$ cat config.mk
export PLATFORM = sky130hd
export DESIGN_NAME = fp_op_sequencer_flat
export DESIGN_NICKNAME = d
export VERILOG_FILES = /design/src/rtl/fp_op_sequencer_if.sv /design/src/rtl/fp_op_sequencer.sv /design/src/flat_wrapper.sv
export SDC_FILE = /design/constraint.sdc
export NUM_CORES = 1
export LEC_CHECK = 0
export ABC_AREA = 0
export ABC_CLOCK_PERIOD_IN_PS = 5250
export CAP_MARGIN = 25
export CELL_PAD_IN_SITES_DETAIL_PLACEMENT = 1
export CELL_PAD_IN_SITES_GLOBAL_PLACEMENT = 2
export CORE_MARGIN = 5
export CORE_UTILIZATION = 32
export CTS_CLUSTER_DIAMETER = 100
export DETAILED_ROUTE_END_ITERATION = 10
export GPL_TIMING_DRIVEN = 0
export HOLD_SLACK_MARGIN = 0.08
export PLACE_DENSITY = 0.87
export SLEW_MARGIN = 15
export SYNTH_ARGS = -nofsm -noshare
export SYNTH_HDL_FRONTEND = slang
export SYNTH_SLANG_ARGS = --single-unit
export TNS_END_PERCENT = 5
$ cat constraint.sdc
create_clock -name clk -period 5.25 [get_ports clk]
set_input_delay 0.525 -clock clk [delete_from_list [all_inputs] [get_ports clk]]
set_output_delay 0.525 -clock clk [all_outputs]
set_load 0.03 [all_outputs]
$ cat src/rtl/fp_op_sequencer_if.sv
// Avalon-MM slave register bus for fp_op_sequencer.
interface fp_op_sequencer_if #(
  parameter int unsigned ADDR_W = 3
);
  logic [ADDR_W-1:0] address;
  logic              read;
  logic              write;
  logic [31:0]       writedata;
  logic [31:0]       readdata;

  modport master (output address, read, write, writedata, input readdata);
  modport slave  (input address, read, write, writedata, output readdata);
endinterface

$ cat src/rtl/fp_op_sequencer.sv
// Register-mapped sequencer issuing one operation to an FP core and capturing its result.
// Optional macro FP_SEQ_IRQ_EN enables the irq_en control bit and the level interrupt.
module fp_op_sequencer #(
  parameter int unsigned TIMEOUT_CYCLES = 64,
  parameter int unsigned ADDR_W         = 3
) (
  input  logic                   clk,
  input  logic                   reset,
  fp_op_sequencer_if.slave       bus,
  output logic [31:0]            fp_dataa,
  output logic [31:0]            fp_datab,
  output logic [1:0]             fp_op,
  output logic                   fp_start,
  input  logic                   fp_done,
  input  logic [31:0]            fp_result,
  output logic                   irq
);

  localparam int unsigned CNT_W = 16;

  typedef enum logic [1:0] {IDLE, ISSUE, WAIT, CAPTURE} state_t;

  state_t             state;
  logic [CNT_W-1:0]   counter;
  logic [31:0]        opa;
  logic [31:0]        opb;
  logic [31:0]        result;
  logic [1:0]         op;
  logic               done;
  logic               timeout;
  logic               overrun;
  logic               irq_en;
  logic               busy;

  logic wr_opa, wr_opb, wr_ctrl, go, rd_status, rd_result;

  assign busy      = (state != IDLE);
  assign wr_opa    = bus.write && (bus.address == ADDR_W'(0));
  assign wr_opb    = bus.write && (bus.address == ADDR_W'(1));
  assign wr_ctrl   = bus.write && (bus.address == ADDR_W'(2));
  assign go        = wr_ctrl && bus.writedata[2];
  assign rd_status = bus.read && (bus.address == ADDR_W'(3));
  assign rd_result = bus.read && (bus.address == ADDR_W'(4));

  assign fp_dataa = opa;
  assign fp_datab = opb;
  assign fp_op    = op;

  // Sequencing FSM; CAPTURE's done set is placed after the RESULT-read clear so the set wins.
  always_ff @(posedge clk or posedge reset) begin
    if (reset) begin
      state    <= IDLE;
      counter  <= '0;
      fp_start <= 1'b0;
      opa      <= '0;
      opb      <= '0;
      result   <= '0;
      op       <= '0;
      done     <= 1'b0;
      timeout  <= 1'b0;
      overrun  <= 1'b0;
    end else begin
      fp_start <= 1'b0;

      if (go && busy)
        overrun <= 1'b1;
      else if (rd_status)
        overrun <= 1'b0;

      if (rd_result)
        done <= 1'b0;

      case (state)
        IDLE: begin
          if (wr_opa)  opa <= bus.writedata;
          if (wr_opb)  opb <= bus.writedata;
          if (wr_ctrl) op  <= bus.writedata[1:0];
          if (go) begin
            state    <= ISSUE;
            fp_start <= 1'b1;
            done     <= 1'b0;
            timeout  <= 1'b0;
          end
        end
        ISSUE: begin
          counter <= CNT_W'(TIMEOUT_CYCLES);
          state   <= WAIT;
        end
        WAIT: begin
          // A completion in the final counted cycle still counts as success.
          if (fp_done) begin
            result <= fp_result;
            state  <= CAPTURE;
          end else begin
            counter <= counter - CNT_W'(1);
            if (counter == CNT_W'(1)) begin
              timeout <= 1'b1;
              state   <= IDLE;
            end
          end
        end
        CAPTURE: begin
          done  <= 1'b1;
          state <= IDLE;
        end
        default: state <= IDLE;
      endcase
    end
  end

`ifdef FP_SEQ_IRQ_EN
  // irq_en stays writable while busy; only the operation fields are locked.
  always_ff @(posedge clk or posedge reset) begin
    if (reset) begin
      irq_en <= 1'b0;
      irq    <= 1'b0;
    end else begin
      if (wr_ctrl) irq_en <= bus.writedata[3];
      irq <= irq_en & (done | timeout);
    end
  end
`else
  assign irq_en = 1'b0;
  assign irq    = 1'b0;
`endif

  // Registered read mux; go is never stored so it cannot read back.
  always_ff @(posedge clk or posedge reset) begin
    if (reset) begin
      bus.readdata <= '0;
    end else begin
      case (bus.address)
        ADDR_W'(0): bus.readdata <= opa;
        ADDR_W'(1): bus.readdata <= opb;
        ADDR_W'(2): bus.readdata <= {28'd0, irq_en, 1'b0, op};
        ADDR_W'(3): bus.readdata <= {27'd0, irq_en, overrun, timeout, done, busy};
        ADDR_W'(4): bus.readdata <= result;
        default:    bus.readdata <= '0;
      endcase
    end
  end

endmodule

$ cat src/flat_wrapper.sv
// flat-port wrapper written by rule: the top's interface ports become plain ports
module fp_op_sequencer_flat 
#(
  parameter int unsigned TIMEOUT_CYCLES = 64,
  parameter int unsigned ADDR_W         = 3
)
  (clk, reset, fp_dataa, fp_datab, fp_op, fp_start, fp_done, fp_result, irq, bus_address, bus_read, bus_write, bus_writedata, bus_readdata);
  fp_op_sequencer_if #(.ADDR_W(ADDR_W)) bus_i ();
  input  logic clk;
  input  logic reset;
  output logic [31:0] fp_dataa;
  output logic [31:0] fp_datab;
  output logic [1:0] fp_op;
  output logic fp_start;
  input  logic fp_done;
  input  logic [31:0] fp_result;
  output logic irq;
  input wire logic [$bits(bus_i.address)-1:0] bus_address;
  input wire logic [$bits(bus_i.read)-1:0] bus_read;
  input wire logic [$bits(bus_i.write)-1:0] bus_write;
  input wire logic [$bits(bus_i.writedata)-1:0] bus_writedata;
  output wire logic [$bits(bus_i.readdata)-1:0] bus_readdata;
  assign bus_i.address = bus_address;
  assign bus_i.read = bus_read;
  assign bus_i.write = bus_write;
  assign bus_i.writedata = bus_writedata;
  assign bus_readdata = bus_i.readdata;
  fp_op_sequencer #(.TIMEOUT_CYCLES(TIMEOUT_CYCLES), .ADDR_W(ADDR_W)) u_core (.clk(clk), .reset(reset), .bus(bus_i), .fp_dataa(fp_dataa), .fp_datab(fp_datab), .fp_op(fp_op), .fp_start(fp_start), .fp_done(fp_done), .fp_result(fp_result), .irq(irq));
endmodule
Word-level counts from Yosys, hierarchy flattened
Cells that the tools add are included.
{ "classes": {"n_eq_ne": 12, "muxes": 18, "shift": 0, "multipliers": 0, "magnitude_cmp": 0, "div": 0, "addsub": 1, "n_bitwise": 0, "reduce_logical": 20} }
{ "op_table": {"columns": ["cell", "count"], "rows": [
  ["32-bit case mux with 5 select lines", 1],
  ["16-bit case mux with 2 select lines", 1],
  ["16-bit by 1-bit equality test with 1-bit output (second input constant)", 1],
  ["16-bit two-way mux", 1],
  ["16-bit by 1-bit subtractor with 16-bit output (second input constant)", 1],
  ["2-bit AND reduction", 6],
  ["1-bit two-way mux", 9],
  ["2-bit case mux with 4 select lines", 1],
  ["2-bit nonzero test", 4],
  ["1-bit logical AND", 7],
  ["3-bit by 2-bit equality test with 1-bit output (second input constant)", 2],
  ["2-bit two-way mux", 3],
  ["2-bit equality test (second input constant)", 2],
  ["2-bit by 1-bit != test with 1-bit output (second input constant)", 2],
  ["1-bit case mux with 2 select lines", 2],
  ["4-bit AND reduction", 1],
  ["3-bit by 1-bit equality test with 1-bit output (second input constant)", 1],
  ["3-bit equality test (second input constant)", 1],
  ["3-bit logical NOT", 1],
  ["3-bit by 2-bit != test with 1-bit output (second input constant)", 1],
  ["2-bit by 1-bit equality test with 1-bit output (second input constant)", 1],
  ["2-bit logical NOT", 1],
  ["2-bit != test (second input constant)", 1]
]} }
{ "word_totals": {"romBits": 0, "inputBits": 72, "latchBits": 0, "ram_bits": 0, "word_cells": 62, "out_inout_bits": 100, "memories": 0, "regBits": 152} }

Depth between registers and ports, before layout
Gate-level depths: netlist of the first run.
{ "depth": {"ltp_word": 5, "ltp_mapped": 7, "depth_no_buf": 6} }

Worst setup path after synthesis of the first run
No wires, ideal clock.
{ "synth_path": {"kind": "input to register", "from": "in bus_write", "to": "reg u_core.opa[10] (netlist: u_core.fp_dataa[10])", "setup_time_ps": 125, "path_slack_ps": 3475, "required_ps": 5125, "arrival_time_ps": 1650, "cell_stages": 6, "n_path_buf": 2, "cell_sequence": "nor2b_2 -> nand2_1 -> or3_1 -> buf_2 -> buf_6 -> mux2_4"} }
{ "synth_via": {"elab_chain_cells": 2} }
{ "synth_rtl": {"columns": ["element", "line_no", "rtl"], "rows": [
  ["from (decl)", "flat_wrapper.sv:20", "input wire logic [$bits(bus_i.write)-1:0] bus_write;"],
  ["1-bit logical AND", "fp_op_sequencer.sv:38", "assign wr_opa = bus.write && (bus.address == ADDR_W'(0));"],
  ["2-bit AND reduction (no source line)", null, null],
  ["to (signal assigned)", "fp_op_sequencer.sv:75", "if (wr_opa) opa <= bus.writedata;"],
  ["to (decl)", "fp_op_sequencer.sv:25", "logic [31:0] opa;"]
]} }
No other way between the ends.
A chain may end at the register's enable or synchronous reset.

Final worst setup path of the first run
{ "layout_path": {"from": "in bus_address[2]", "to": "reg u_core.opb[23] (netlist: u_core.fp_datab[23])"} }
{ "layout_via": {"elab_chain_cells": 3} }
{ "layout_rtl": {"columns": ["element", "line_no", "rtl"], "rows": [
  ["from (decl)", "flat_wrapper.sv:18", "input wire logic [$bits(bus_i.address)-1:0] bus_address;"],
  ["3-bit by 1-bit equality test with 1-bit output", "fp_op_sequencer.sv:39", "assign wr_opb = bus.write && (bus.address == ADDR_W'(1));"],
  ["1-bit logical AND", "fp_op_sequencer.sv:39", null],
  ["2-bit AND reduction (no source line)", null, null],
  ["to (signal assigned)", "fp_op_sequencer.sv:76", "if (wr_opb) opb <= bus.writedata;"],
  ["to (decl)", "fp_op_sequencer.sv:26", "logic [31:0] opb;"]
]} }
No other way between the ends.

==> summary.md, run 1 <==
| Metric | Value |
|---|---|
| Outcome | `finished clean` |
| Compound-Gate Fraction of Synth Area | `7.26%` |
| Crit share post-route | `46.3%` |
| CP max FO | `10` |
| Htree depth | `4` |
| Clock sink count | `152` |
| Reg clk slew, reported paths | `0.07 ns` |
| Post-synth top area share | `57.1%` |
| Syn avg cell area | `13.2 sq um` |
| Vias in the first global route | `5631` |
| Tightest Hold Check Type | `reg2reg` |
| Die ar. | `0.0238 sq mm` |
| Post-CTS Setup Inserts | `0` |
| Area leader, netlist | `dfrtp_1` |
| Diode count | `0` |
| Routed WL | `20.0 mm` |
| FF+latch count, synth | `152` |
| Storage cell area | `0.00380 sq mm` |
| Total iterations of the first detailed-routing run | `6` |
| Max-Cap Viols | `0` |
| Vias per cell | `4.88` |
| Total grt overflow | `0` |
| Most used DFF post-synth | `dfrtp_1` |
| Post-synthesis cell type count | `40` |
| Multi-input gate area | `0.00268 sq mm` |
| Final setup fails | `0` |
| Routed via count | `4780` |
| Skew final | `0.00994 ns` |
| Top Ports | `172` |
| HP Start | `u_core.counter[11]` |
| Initial antenna violation count | `0` |
| Static Leak | `4.11 nW` |
| Number of port buffers | `170` |
| Worst IR Drop VDD | `0.250 mV` |
| DP HPWL | `14.4 mm` |
| Most frequent cells in the layout | `clkdlybuf4s50_1 (170), dfrtp_1 (152), mux2_2 (68)` |
| Share of post-route cells with drive strength above 1 | `20.9%` |
| RR Startpoint | `u_core.state[0]` |
| WL per Instance | `20.4 um` |
| Global-route total usage across every layer | `17.1%` |
| Largest family of logic cells by synthesized area | `multiplexers` |
| CTS Buf Count | `17` |
| DR DRC count | `0` |
| Hold WS | `0.484 ns` |
| Seq/Total Area, Yosys | `57.1%` |
| Worst setup path startpoint | `bus_address[2]` |
| Initial Util | `32.7%` |
| CP Class | `in2reg` |
| Post-Synth Adder-Cell Area | `1.13%` |
| Rows | `52` |
| Synth Instances | `506` |
| Fin nets | `774` |
| DRT iter0 DRCs | `178` |
| P&R area growth vs syn | `40.0%` |
| Relative slew slack | `51.7%` |
| CTS tree | `built` |
| Worst setup SP type | `primary input` |
| Worst EP required | `5.56 ns` |
| Ys async rst share | `100%` |
| RSZ-0062 raised after global routing | `false` |
| Hold buffer count at CTS | `0` |
| Placer Congestion | `0.759` |
| Least-Margin Pin Slew | `0.724 ns` |
| Final hold violation count | `0` |
| Maximum number of pins on one net before global-route repair | `97` |
| Most common cell after layout, fill and taps aside | `clkdlybuf4s50_1` |
| Synthesized net count | `584` |
| Post-detailed-route count of antenna-violating nets | `0` |
| Crit path setup slack, layout | `2.82 ns` |
| CORE AREA | `0.0204 sq mm` |
| XOR/XNOR Fraction of Synth Area | `0.131%` |
| Fmax | `412 MHz` |
| CTS Buffer Depth | `2` |
| Tmin final | `2.43 ns` |
| Worst skew pair latency | `0.42 ns` |
| Slew Limit Fails | `0` |
| Post-synthesis simple-gate area fraction | `7.88%` |
| Number of flops mapped to enable cells by yosys | `0` |
| Synthesized area | `0.00667 sq mm` |
| Fill count | `2116` |
| CP endpoint kind | `flop` |
| Die Y-Extent | `154 um` |
| Power per cell area | `597 mW/mm^2` |
| Root Buffer | `clkbuf_16` |
| Synth area leaders | `dfrtp_1 (57%), mux2_2 (11%), mux2_4 (6.8%)` |
| Critical path arrival | `2.73 ns` |
| Die width | `154 um` |
| Post-cts resize count | `0` |
| First-pass GRT wire length | `31.9 mm` |
| Mux contribution to synthesized area | `23.7%` |
| Post-Place Worst Slack | `2.38 ns` |
| Yosys warnings | `0` |
[layer usage]
metal,vias to the layer above,routed length [um],global-route usage [%]
met5,-,0,0
met4,0,245,4.84
met3,22,925,4.33
met2,120,10200,29.6
met1,2450,8630,21.3
li1,2188,-,-
[critical path, cell delays in order]
cell	delay [ns]
clkdlybuf4s50_1	0.52
nor2b_2	0.26
nand2_1	0.13
nor3b_2	0.46
buf_2	0.44
mux2_2	0.39
[Yosys cell counts, drive strengths merged, types with 3 or more instances]
master and count:
o211ai 4, nor2 30, or3 5, nand2b 3, mux2 98, nand2 40, o22a 29, nor3b 3
o31ai 4, nor2b 4, nor4 5, nand4 6, mux2i 32, nand3 10, a22o 4, ha 6
inv 9, clkbuf 17, buf 13, o21ai 12, a21oi 5, dfrtp 152
[power by group]
group	switching [W]	internal, W	total [W]
registers	0.000350	0.00164	0.00199
logic	0.00121	0.00113	0.00234
clock network	0.000495	0.000741	0.00124
[worst paths after layout]
kind | end | slack [ns] | cells past startpoint
min in group asynchronous | u_core.bus.readdata[17] | 0.54 | 2
hold reg to reg | u_core.counter[11] | 0.48 | 1
setup / recovery | u_core.fp_datab[23] | 2.82 | 6
max in group asynchronous | u_core.counter[9] | 3.86 | 3
setup reg to reg | u_core.fp_datab[23] | 2.94 | 6
hold / removal | u_core.counter[11] | 0.48 | 1
[sequential cells by signal, indices dropped and copies added (netlist names)]
name	count
u_core.bus.readdata	32
u_core.counter	16
u_core.done	1
u_core.fp_dataa	32
u_core.fp_datab	32
u_core.fp_op	2
u_core.fp_start	1
u_core.overrun	1
u_core.result	32
u_core.state	2
u_core.timeout	1
[stage by stage]
step                      utilization, %  TNS (ns)  total power (W)  area (sq um)  cells
after global routing                45.8         0          0.00588          9330    979
after floorplan                        -         0          0.00338          6670    506
after detailed placement            42.9         0          0.00437          8740    947
after global placement              42.8   -202.82          0.00426          8710    946
final                               45.8         0          0.00557          9330    979
after CTS                           45.8         0          0.00564          9330    979
[layout make-up]
class                           instances  share of cell area, %
Clock buffer                           22                   5.08
Buffer                                 30                   1.61
Sequential cell                       152                   40.8
Inverter                                9                  0.442
Clock inverter                         10                   1.27
Timing Repair Buffer                  171                   18.5
Multi-Input combinational cell        315                   28.7
Tap cell                              270                   3.62
[cell families after synthesis]
kind of cell,count (synthesis)
AOI/OAI and AO/OA,64
xor gates and xnor gates,1
adders and majority gates,6
buffers and inverters,39
DFF,152
muxes,132
other,1
and+or+nand+nor,111
(Power assumes the default switching activity.)
==> run 2: changes to the inputs <==
--- a/config.mk
+++ b/config.mk
@@ -6,17 +6,17 @@
 export NUM_CORES = 1
 export LEC_CHECK = 0
 export ABC_AREA = 0
-export ABC_CLOCK_PERIOD_IN_PS = 5250
+export ABC_CLOCK_PERIOD_IN_PS = 2200
 export CAP_MARGIN = 25
 export CELL_PAD_IN_SITES_DETAIL_PLACEMENT = 1
 export CELL_PAD_IN_SITES_GLOBAL_PLACEMENT = 2
 export CORE_MARGIN = 5
-export CORE_UTILIZATION = 32
+export CORE_UTILIZATION = 29
 export CTS_CLUSTER_DIAMETER = 100
 export DETAILED_ROUTE_END_ITERATION = 10
 export GPL_TIMING_DRIVEN = 0
 export HOLD_SLACK_MARGIN = 0.08
-export PLACE_DENSITY = 0.87
+export PLACE_DENSITY = 0.84
 export SLEW_MARGIN = 15
 export SYNTH_ARGS = -nofsm -noshare
 export SYNTH_HDL_FRONTEND = slang
==> constraint.sdc (replaced) <==
create_clock -name clk -period 2.2 [get_ports clk]
set_input_delay 0.22 -clock clk [delete_from_list [all_inputs] [get_ports clk]]
set_output_delay 0.22 -clock clk [all_outputs]
set_load 0.03 [all_outputs]
==> run 2 against run 1 <==
Net effect:
- clock power increased to 2.6 times the previous value
- cell count increased by 1.9%
- clock skew increased by 0.0010 ns
- via count increased by 1.2%
- die area increased by 9.7%
- hold slack got worse by 0.25 ns
- count of clock-buffer cells in the layout decreased by 2
- critical path depth unchanged
- global-route usage decreased by 1.2 points
- total power increased by 140%
- sequential power increased by 140%
- critical path type is now reg2reg
- critical endpoint unchanged
- largest power group unchanged
==> summary.md, run 2 (synthesized netlist as in run 1, its figures left out) <==
| Metric | Value |
|---|---|
| Fin nets | `778 (was 774)` |
| Static Leak | `4.16 nW (was 4.11 nW)` |
| Skew final | `0.0109 ns (was 0.00994 ns)` |
| Max incr delay on CP | `0.42 ns (was 0.52 ns)` |
| Top Layer Used | `met4 (unchanged)` |
| Die Y-Extent | `162 um (was 154 um)` |
| Post-detailed-route count of antenna-violating nets | `0 (unchanged)` |
| Placer Congestion | `0.785 (was 0.759)` |
| P&R area growth vs syn | `42.4% (was 40.0%)` |
| Cell-internal power | `0.00859 W (was 0.00351 W)` |
| DP HPWL | `15.1 mm (was 14.4 mm)` |
| Psw | `0.00504 W (was 0.00206 W)` |
| Share of post-route cells with drive strength above 1 | `22.3% (was 20.9%)` |
| Met3 wire len | `1.09 mm (was 925 um)` |
| Power per cell area | `1440 mW/mm^2 (was 597 mW/mm^2)` |
| CTS Buffer Depth | `2 (unchanged)` |
| Most frequent cells in the layout | `clkdlybuf4s50_1 (170), dfrtp_1 (152), mux2_2 (68) (unchanged)` |
| Critical path arrival | `2.42 ns (was 2.73 ns)` |
| Top Ports | `172 (unchanged)` |
| Diode count | `0 (unchanged)` |
| Total iterations of the first detailed-routing run | `4 (was 6)` |
| Final hold violation count | `0 (unchanged)` |
| Most common cell after layout, fill and taps aside | `clkdlybuf4s50_1 (unchanged)` |
| Util after Layout | `41.9% (was 45.8%)` |
| Fill count | `2406 (was 2116)` |
| DRT met1 WL | `9.07 mm (was 8.63 mm)` |
| Multi-input gate area | `0.00271 sq mm (was 0.00268 sq mm)` |
| DR DRC count | `0 (unchanged)` |
| Outcome | `finished clean (unchanged)` |
| Maximum number of pins on one net before global-route repair | `35 (was 97)` |
| Gate power share | `41.4% (was 42.1%)` |
| Die ar. | `0.0261 sq mm (was 0.0238 sq mm)` |
| Max-Cap Viols | `0 (unchanged)` |
| Root Buffer | `clkbuf_16 (unchanged)` |
| Share of power burned in registers | `35.0% (was 35.8%)` |
| RSZ-0062 raised after global routing | `true (was false)` |
| Rows | `55 (was 52)` |
| Worst EP required | `2.51 ns (was 5.56 ns)` |
| CORE AREA | `0.0226 sq mm (was 0.0204 sq mm)` |
| WP buf/inv | `2 (unchanged)` |
| Total grt overflow | `0 (unchanged)` |
| RR Startpoint | `u_core.state[0] (unchanged)` |
| Reg clk slew, reported paths | `0.07 ns (about the same)` |
| Vias in the first global route | `5568 (was 5631)` |
| Slew Limit Fails | `0 (unchanged)` |
| Worst IR Drop VDD | `0.504 mV (was 0.250 mV)` |
| Clock sink count | `152 (unchanged)` |
| CP Class | `reg2reg (was in2reg)` |
| Delay-heaviest family, CP | `simple AND/OR/NAND/NOR gates (was buffers and inverters)` |
| Final setup fails | `0 (unchanged)` |
| Number of port buffers | `170 (unchanged)` |
| Crit share post-route | `96.0%` |
| R2R depth | `6 (unchanged)` |
| Routed WL | `20.7 mm (was 20.0 mm)` |
| R2R Setup Slk | `0.09 ns (was 2.94 ns)` |
| CTS Buf Count | `17 (unchanged)` |
| Tmin final | `2.11 ns` |
| Die width | `162 um (was 154 um)` |
| CTS tree | `built (unchanged)` |
| Switching share of power | `37.0% (was 36.9%)` |
| Fmax | `473 MHz` |
| Storage cell area | `0.00380 sq mm (unchanged)` |
| Routed via count | `4838 (was 4780)` |
| R2R Path End | `u_core.fp_datab[23] (unchanged)` |
| Critical path's slowest cell | `dfrtp_1 (was clkdlybuf4s50_1)` |
| CP endpoint kind | `flop (unchanged)` |
| Clock Power Share | `23.6% (was 22.2%)` |
| CP max FO | `10 (unchanged)` |
| DRT iter0 DRCs | `147 (was 178)` |
| Worst setup SP type | `flop (was primary input)` |
| Crit-path cells | `inv_1 > ha_1 > nand2_1 > nor3b_4 > buf_4 > mux2_2 (was clkdlybuf4s50_1 > nor2b_2 > nand2_1 > nor3b_2 > buf_2 > mux2_2)` |
| Vias per cell | `4.85 (was 4.88)` |
| Worst skew pair latency | `0.42 ns (about the same)` |
| Met2 Wirelength | `10.3 mm (was 10.2 mm)` |
| Initial antenna violation count | `0 (unchanged)` |
| Relative slew slack | `53.3% (was 51.7%)` |
| Tightest Hold Check Type | `in2async (was reg2reg)` |
| Global-route total usage across every layer | `16.0% (was 17.1%)` |
| WL per Instance | `20.7 um (was 20.4 um)` |
| Htree depth | `4 (unchanged)` |
| Least-Margin Pin Slew | `0.699 ns (was 0.724 ns)` |
| Initial Util | `29.4% (was 32.7%)` |
| Placed cell area | `0.00881 sq mm (was 0.00874 sq mm)` |
| Design area | `0.00950 sq mm (was 0.00933 sq mm)` |
| First-pass GRT wire length | `32.3 mm (was 31.9 mm)` |
-- run 2: final cells by class --
| type | instances | area share, % |
|---|---|---|
| multi-input cells | 315 | 28.5 |
| repair buffers | 175 | 18.8 |
| clock buffers | 20 | 4.70 |
| plain buffers | 30 | 1.73 |
| inverters | 9 | 0.395 |
| flip-flops and latches | 152 | 40.1 |
| clock inverters | 12 | 2.00 |
| well taps | 285 | 3.76 |
-- run 2: per-stage QoR --
step	setup TNS [ns]	power, W	hold WS (ns)	cells	setup slack (ns)
final	0	0.0136	0.237	998	0.0878
after global routing	-0.406	0.0143	0.281	998	-0.0718
after CTS	0	0.0138	0.238	997	0.000122
after detailed placement	-17.06	0.0105	0.480	965	-0.383
after global placement	-194.14	0.0102	0.466	961	-1.19
after floorplan	0	0.00807	0.349	506	0.0631
-- run 2: worst max-delay path by stage --
stage | to | slack (ns) | start | cells after the start
6_report | u_core.fp_datab[23] | 0.09 | u_core.state[0] | 6
2_1_floorplan | u_core.bus.readdata[0] | 0.06 | reset | 1
3_3_place_gp | u_core.fp_datab[25] | -1.19 | reset | 2
3_5_place_dp | u_core.bus.readdata[30] | -0.38 | bus_address[1] | 5
4_1_cts | u_core.counter[10] | 0.0001 | u_core.state[0] | 7
5_1_grt | u_core.bus.readdata[30] | -0.07 | bus_address[1] | 5
-- run 2: power by group through the flow --
stage	sequential, W	clock [W]	combinational [W]
finish	0.00478	0.00321	0.00564
global route	0.00493	0.00339	0.00601
CTS	0.00478	0.00328	0.00571
detailed placement	0.00481	0	0.00566
global placement	0.00470	0	0.00548
floorplan	0.00598	0	0.00209
-- run 2: timing repair --
action,4_1_cts,5_1_grt
hold buffers,0,0
gates resized for setup,8,6
cloned,0,0
buffers inserted,0,1
setup endpoints to repair,62,27
pin swaps,1,1
-- run 2: worst reg2reg max path, delay by kind of cell, from the launching register on --
family,cells,cell delay (ns)
buf+inv,2,0.47
mux,1,0.38
simple gates,2,0.52
flops,1,0.42
fa+ha+maj,1,0.22
-- run 2: layer usage --
layer / vias up / global-route usage (%)
met4: 0 / 4.11
met3: 18 / 4.16
li1: 2209 / -
met1: 2494 / 20.2
met5: - / 0
met2: 117 / 27.3
